**src/rtl/board_gpio_pkg.sv**
```systemverilog
// ----------------------------------------------------------------------------
// board_gpio_pkg
//   Shared defaults for the board GPIO controller and a helper that sizes the
//   per-channel debounce counter.
//   No ports; imported by gpio_debounce and board_gpio_ctrl.
// ----------------------------------------------------------------------------
package board_gpio_pkg;

    localparam int unsigned DEF_SW_WIDTH   = 16;
    localparam int unsigned DEF_LED_WIDTH  = 16;
    localparam int unsigned DEF_GPIO_WIDTH = 32;
    localparam int unsigned DEF_SW_OFFSET  = 8;
    localparam int unsigned DEF_DEB_CYCLES = 100000;   // 1 ms at 100 MHz
    localparam int unsigned DEF_PWM_BITS   = 4;

    // Counter only has to reach DEB_CYCLES-1, so clog2 of the cycle count
    // is exactly enough bits.
    function automatic int unsigned deb_cnt_width(input int unsigned deb_cycles);
        return $clog2(deb_cycles);
    endfunction

endpackage

```
**src/rtl/gpio_debounce.sv**
```systemverilog
// ----------------------------------------------------------------------------
// gpio_debounce
//   One switch channel: 2-flop synchronizer, qualification counter and the
//   debounced (stable) bit.
//   Ports:
//     clk_i    - clock, rising edge
//     srst_i   - synchronous active-high reset
//     pad_i    - raw asynchronous switch pad
//     stable_o - debounced level (registered)
//     toggle_o - combinational pulse, high in the cycle whose closing edge
//                flips stable_o
// ----------------------------------------------------------------------------
module gpio_debounce
    import board_gpio_pkg::*;
#(
    parameter int unsigned DEB_CYCLES = DEF_DEB_CYCLES
) (
    input  logic clk_i,
    input  logic srst_i,
    input  logic pad_i,
    output logic stable_o,
    output logic toggle_o
);

    localparam int unsigned       CNT_W    = deb_cnt_width(DEB_CYCLES);
    localparam logic [CNT_W-1:0]  CNT_LAST = CNT_W'(DEB_CYCLES - 1);

    logic [1:0]       sync_q,   sync_d;
    logic [CNT_W-1:0] cnt_q,    cnt_d;
    logic             stable_q, stable_d;
    logic             differ;

    // Counter runs only while the synchronized level disagrees with the
    // stable level; any agreement restarts qualification from zero.
    always_comb begin
        sync_d   = {sync_q[0], pad_i};
        differ   = sync_q[1] ^ stable_q;
        cnt_d    = '0;
        stable_d = stable_q;
        toggle_o = 1'b0;
        if (differ) begin
            if (cnt_q == CNT_LAST) begin
                stable_d = sync_q[1];
                toggle_o = 1'b1;
            end else begin
                cnt_d = cnt_q + 1'b1;
            end
        end
    end

    always_ff @(posedge clk_i) begin
        if (srst_i) begin
            sync_q   <= '0;
            cnt_q    <= '0;
            stable_q <= 1'b0;
        end else begin
            sync_q   <= sync_d;
            cnt_q    <= cnt_d;
            stable_q <= stable_d;
        end
    end

    assign stable_o = stable_q;

endmodule

```
**src/rtl/board_gpio_ctrl.sv**
```systemverilog
// ----------------------------------------------------------------------------
// board_gpio_ctrl
//   Board-level GPIO glue: debounced switches onto the CPU input bus with
//   sticky change flags and a level interrupt, plus PWM-dimmed LED outputs.
//   Ports:
//     clk_i      - clock, rising edge
//     srst_i     - synchronous active-high reset
//     sw_i       - raw switch pads [SW_WIDTH]
//     gpio_bi_o  - CPU input bus, debounced switches at [SW_OFFSET +: SW_WIDTH]
//     led_bo_i   - LED pattern from CPU [LED_WIDTH]
//     bright_i   - global LED brightness [PWM_BITS]
//     led_o      - PWM-gated LED pads [LED_WIDTH]
//     sw_chg_o   - sticky per-switch change flags [SW_WIDTH]
//     irq_o      - level interrupt, registered OR of sw_chg_o
//     irq_ack_i  - pulse clearing all change flags (new changes win)
// ----------------------------------------------------------------------------
module board_gpio_ctrl
    import board_gpio_pkg::*;
#(
    parameter int unsigned SW_WIDTH   = DEF_SW_WIDTH,
    parameter int unsigned LED_WIDTH  = DEF_LED_WIDTH,
    parameter int unsigned GPIO_WIDTH = DEF_GPIO_WIDTH,
    parameter int unsigned SW_OFFSET  = DEF_SW_OFFSET,
    parameter int unsigned DEB_CYCLES = DEF_DEB_CYCLES,
    parameter int unsigned PWM_BITS   = DEF_PWM_BITS
) (
    input  logic                  clk_i,
    input  logic                  srst_i,
    input  logic [SW_WIDTH-1:0]   sw_i,
    output logic [GPIO_WIDTH-1:0] gpio_bi_o,
    input  logic [LED_WIDTH-1:0]  led_bo_i,
    input  logic [PWM_BITS-1:0]   bright_i,
    output logic [LED_WIDTH-1:0]  led_o,
    output logic [SW_WIDTH-1:0]   sw_chg_o,
    output logic                  irq_o,
    input  logic                  irq_ack_i
);

    // ------------------------------------------------------------------
    // Elaboration-time parameter sanity
    // ------------------------------------------------------------------
    if (SW_OFFSET + SW_WIDTH > GPIO_WIDTH) begin : g_bad_sw_field
        $error("board_gpio_ctrl: SW_OFFSET+SW_WIDTH exceeds GPIO_WIDTH");
    end

    if (DEB_CYCLES < 2) begin : g_bad_deb_cycles
        $error("board_gpio_ctrl: DEB_CYCLES must be at least 2");
    end

    // ------------------------------------------------------------------
    // Switch debounce channels
    // ------------------------------------------------------------------
    logic [SW_WIDTH-1:0] sw_stable;
    logic [SW_WIDTH-1:0] sw_toggle;

    for (genvar g = 0; g < SW_WIDTH; g++) begin : g_deb
        gpio_debounce #(
            .DEB_CYCLES (DEB_CYCLES)
        ) u_deb (
            .clk_i    (clk_i),
            .srst_i   (srst_i),
            .pad_i    (sw_i[g]),
            .stable_o (sw_stable[g]),
            .toggle_o (sw_toggle[g])
        );
    end

    // Stable registers feed the bus directly; unused bits tie low.
    always_comb begin
        gpio_bi_o = '0;
        gpio_bi_o[SW_OFFSET +: SW_WIDTH] = sw_stable;
    end

    // ------------------------------------------------------------------
    // Change flags and interrupt
    // ------------------------------------------------------------------
    logic [SW_WIDTH-1:0] chg_q, chg_d;
    logic                irq_q, irq_d;

    // Clear is applied first so that a toggle in the ack cycle survives.
    always_comb begin
        chg_d = irq_ack_i ? '0 : chg_q;
        chg_d = chg_d | sw_toggle;
        irq_d = |chg_q;
    end

    // ------------------------------------------------------------------
    // LED PWM
    // ------------------------------------------------------------------
    logic [PWM_BITS-1:0]  pwm_cnt_q, pwm_cnt_d;
    logic [PWM_BITS-1:0]  bright_q,  bright_d;
    logic [LED_WIDTH-1:0] led_reg_q, led_reg_d;
    logic [LED_WIDTH-1:0] led_o_q,   led_o_d;
    logic                 duty_on;

    // Brightness is only reloaded on the last count of a period so every
    // period is generated with a single, consistent duty value. All-ones is
    // forced fully on because pwm_cnt < '1 would miss the final count.
    always_comb begin
        pwm_cnt_d = pwm_cnt_q + 1'b1;
        bright_d  = (pwm_cnt_q == '1) ? bright_i : bright_q;
        led_reg_d = led_bo_i;
        duty_on   = (bright_q == '1) || (pwm_cnt_q < bright_q);
        led_o_d   = led_reg_q & {LED_WIDTH{duty_on}};
    end

    // ------------------------------------------------------------------
    // Registers
    // ------------------------------------------------------------------
    always_ff @(posedge clk_i) begin
        if (srst_i) begin
            chg_q     <= '0;
            irq_q     <= 1'b0;
            pwm_cnt_q <= '0;
            bright_q  <= '0;
            led_reg_q <= '0;
            led_o_q   <= '0;
        end else begin
            chg_q     <= chg_d;
            irq_q     <= irq_d;
            pwm_cnt_q <= pwm_cnt_d;
            bright_q  <= bright_d;
            led_reg_q <= led_reg_d;
            led_o_q   <= led_o_d;
        end
    end

    assign sw_chg_o = chg_q;
    assign irq_o    = irq_q;
    assign led_o    = led_o_q;

endmodule

```
**config.mk**
```make
export PLATFORM = sky130hd
export DESIGN_NAME = board_gpio_ctrl
export DESIGN_NICKNAME = d
export VERILOG_FILES = /design/src/rtl/board_gpio_pkg.sv /design/src/rtl/gpio_debounce.sv /design/src/rtl/board_gpio_ctrl.sv
export SDC_FILE = /design/constraint.sdc
export NUM_CORES = 1
export LEC_CHECK = 0
export BUFFER_PORTS_ARGS = -buffer_cell sky130_fd_sc_hd__buf_2
export CORE_UTILIZATION = 40
export CTS_CLUSTER_DIAMETER = 200
export DETAILED_ROUTE_END_ITERATION = 10
export PLACE_DENSITY_LB_ADDON = 0.05
export REMOVE_ABC_BUFFERS = 1
export SLEW_MARGIN = 20
export SYNTH_ARGS = -nofsm -noshare
export SYNTH_HDL_FRONTEND = slang
export SYNTH_SLANG_ARGS = --single-unit
```
**constraint.sdc**
```tcl
create_clock -name clk_i -period 2.2 [get_ports clk_i]
set_clock_uncertainty 0.1 [all_clocks]
set_input_delay 0.33 -clock clk_i [delete_from_list [all_inputs] [get_ports clk_i]]
set_output_delay 0.33 -clock clk_i [all_outputs]
set_load 0.1 [all_outputs]
```
==> flow_metrics.py <==
metrics = {
    "run": {
        "max_cap_viol_count": 0,
    },
    "floorplan": {
        "die_area_um2": 40700,
        "die_width_um": 202,
        "ios": 104,
        "dieHeight_um": 202,
        "core_area_um2": 39000,
        "start_util": 0.409,
        "rows": 72,
    },
    "yosys": {
        "synth_top_family_by_area": "simple AND/OR/NAND/NOR gates",
        "synth_compound_area_frac": 0.0341,
        "synth_flop_cell": "dfxtp_1",
        "synth_top_cell_area_share": 0.473,
        "synth.distinct_cells": 53,
        "ys_ff_latch": 377,
        "synthSimpleGateAreaFrac": 0.290,
        "synthMuxAreaShare": 0.0107,
        "yosys-top-cells-area": "dfxtp_1 (47%), xnor2_1 (8.3%), nor2_1 (6.9%), xor2_1 (4.6%), nand3_1 (3.7%)",
        "synthMostInstantiatedCell": "dfxtp_1",
        "synth_edf_count": 0,
        "yosysSeqAreaShare": 0.473,
        "syn_avg_cell_area_um2": 9.13,
        "synth_commonest_cells": "dfxtp_1 (377), nor2_1 (293), xnor2_1 (152), nand3_1 (117)",
        "synth_top_area_cell": "dfxtp_1",
        "synthXorXnorAreaFrac": 0.130,
        "syn_area_um2": 15900,
        "synthArstFlopShare": 0,
        "synthCells": 1746,
        "yosys_warnings": 0,
        "synth_fa_ha_area_frac": 0.0157,
    },
    "detailed_routing": {
        "first_iter_violations": 485,
        "finalWirelength_um": 31900,
        "vias": 11870,
        "drcViolationCount": 0,
        "vias_per_cell": 4.86,
        "routedWlPerCell_um": 13.1,
        "postRouteAntennaNets": 0,
        "dr.pass1.iters": 5,
    },
    "cells_and_area": {
        "nNetsFinal": 1951,
        "synthToLayoutAreaGrowth_pct": 17.9,
        "n_fill_cell": 3713,
        "drive_gt1_frac": 0.115,
    },
    "grt": {
        "grt_pass1_vias": 11370,
        "grt_pass1_wl_um": 55200,
        "grt_usage": 0.161,
        "grt_max_degree": 22,
        "grt_overflow": 0,
        "antenna_found_initial": 0,
    },
    "clock_network": {
        "path_clk_slew_ns": 0.06,
        "cts.repair.resized": 0,
        "clockBufferDepth": 3,
        "htreeDepth": 2,
        "clk_latency_ns": 0.55,
        "post-cts-setup-buffers": 0,
        "clock-sinks": 377,
        "cts_tree": "yes",
        "cts_buffers": 43,
        "postCtsHoldBufs": 36,
        "ctsRootBufferMaster": "clkbuf_16",
    },
    "critical_path": {
        "cp_num_buf_inv": 1,
        "cp.arrival_ns": 1.55,
        "critPathLaunchType": "flip-flop",
        "cp_slowest_cell": "dfxtp_1",
        "crit_required_ns": 1.77,
        "worst_path_dominant_cell_family": "flip-flops",
        "endpoint_kind": "primary output",
        "rrSetupSlack_ns": 0.30,
        "cp_cell_sequence": "buf_2",
        "crit_path_max_fanout": 4,
        "crit_type": "flip-flop to primary output",
        "cpPeakStageDelay_ns": 0.50,
    },
    "timing": {
        "fin_crit_sh": 0.898,
        "maxSlewViolCount": 0,
        "fin_tns_setup_ns": 0,
        "fmax_mhz": 506,
        "rsz0062_at_grt": "false",
        "maxSlewHeadroom": 0.632,
        "setup_viol": 0,
        "tightest_slew_ns": 0.556,
        "period_needed_ns": 1.98,
        "worst_slack_ns": 0.225,
        "timing.final.hold_violations": 0,
    },
    "placement": {
        "io_buffers": 87,
        "globalplace.congestion": 0.782,
        "dp_hpwl_um": 21700,
        "place_ws_ns": 0.291,
    },
    "pwr": {
        "p_leak_nw": 6.24,
        "powerDensity_nw_per_um2": 793,
        "max-vdd-ir-drop_v": 0.000567,
        "finalPower_mw": 14.9,
    },
    "status": {
        "status": "finished clean",
    },
    "min_path": {
        "hp-class": "primary input to flip-flop",
    },
}
-- cells in the final DEF, fill, tap and decap left out, types with 16 or more instances in the layout --
| cell | instances |
|---|---|
| dlygate4sd3_1 | 36 |
| a21boi_0 | 16 |
| or4_1 | 17 |
| buf_4 | 47 |
| nand2b_1 | 17 |
| nor4_1 | 73 |
| mux2i_1 | 17 |
| or3_1 | 18 |
| nand4_1 | 84 |
| nor2b_1 | 51 |
| conb_1 | 16 |
| inv_1 | 57 |
| xor2_1 | 84 |
| and4_1 | 23 |
| nand3_1 | 117 |
| a21oi_1 | 25 |
| clkbuf_16 | 45 |
| nor3_1 | 44 |
| ha_1 | 20 |
| dfxtp_1 | 377 |
| buf_2 | 86 |
| nand2_1 | 63 |
| o21ai_0 | 23 |
| nor2_1 | 292 |
| xnor2_1 | 152 |
-- sequential cells by signal, summed over array words and instances (netlist names) --
name	count
g_deb.u_deb.sync_q	32
irq_o	1
sw_chg_o	16
led_o	16
g_deb.u_deb.cnt_q	272
bright_q	4
pwm_cnt_q	4
led_reg_q	16
g_deb.u_deb.stable_o	16
-- kinds of logic after synthesis --
family,after synthesis
flip-flops,377
XOR/XNOR,236
other,1
AO/OA/AOI/OAI,87
multiplexers,17
adder cells (fa/ha/maj),20
buffers and inverters,141
AND/OR/NAND/NOR,867
-- area by class of cell --
type                            count  area, um2  area share
Multi-Input combinational cell   1243       7710       0.410
Sequential cell                   377       7550       0.401
Clock buffer                       60       1290      0.0688
Timing Repair Buffer              170       1160      0.0619
Tap cell                          518        648      0.0345
Clock inverter                     16        216      0.0115
Inverter                           57        214      0.0114
Antenna cell                        1       2.50    0.000133
-- per-layer routing --
layer	wire length [um]	vias to the layer above	part of all wire	global-route usage
met4	693	0	0.022	0.0555
met3	1360	50	0.043	0.0350
li1	-	6291	-	-
met5	0	-	0	0
met1	15900	5377	0.50	0.214
met2	13900	152	0.44	0.257
-- report_power, final --
group,leakage (nW),switching [mW],internal (mW)
Clock,0.747,2.83,4.68
Combinational,2.45,0.327,0.154
Sequential,3.05,0.0299,6.89
-- final timing paths --
| check | startpoint | to | cells after the start |
|---|---|---|---|
| max reg2reg | g_deb[8].u_deb.cnt_q[0] | g_deb[8].u_deb.cnt_q[11] | 6 |
| min reg2reg | g_deb[5].u_deb.sync_q[0] | g_deb[5].u_deb.sync_q[1] | 1 |
| max | sw_chg_o[15] | sw_chg_o[15] | 1 |
| min | srst_i | g_deb[10].u_deb.stable_o | 2 |
-- metrics by stage --
stage          std cells  hold WS, ns  area (um2)  utilization
2_1_floorplan       1677        0.297       15500            -
6_report            2442       0.0433       18800        0.482
3_3_place_gp        2329        0.316       16900        0.434
4_1_cts             2441       0.0202       18800        0.482
3_5_place_dp        2329        0.322       16900        0.434
5_1_grt             2441       0.0437       18800        0.482
Note: power is estimated with default switching activity, not from simulation.
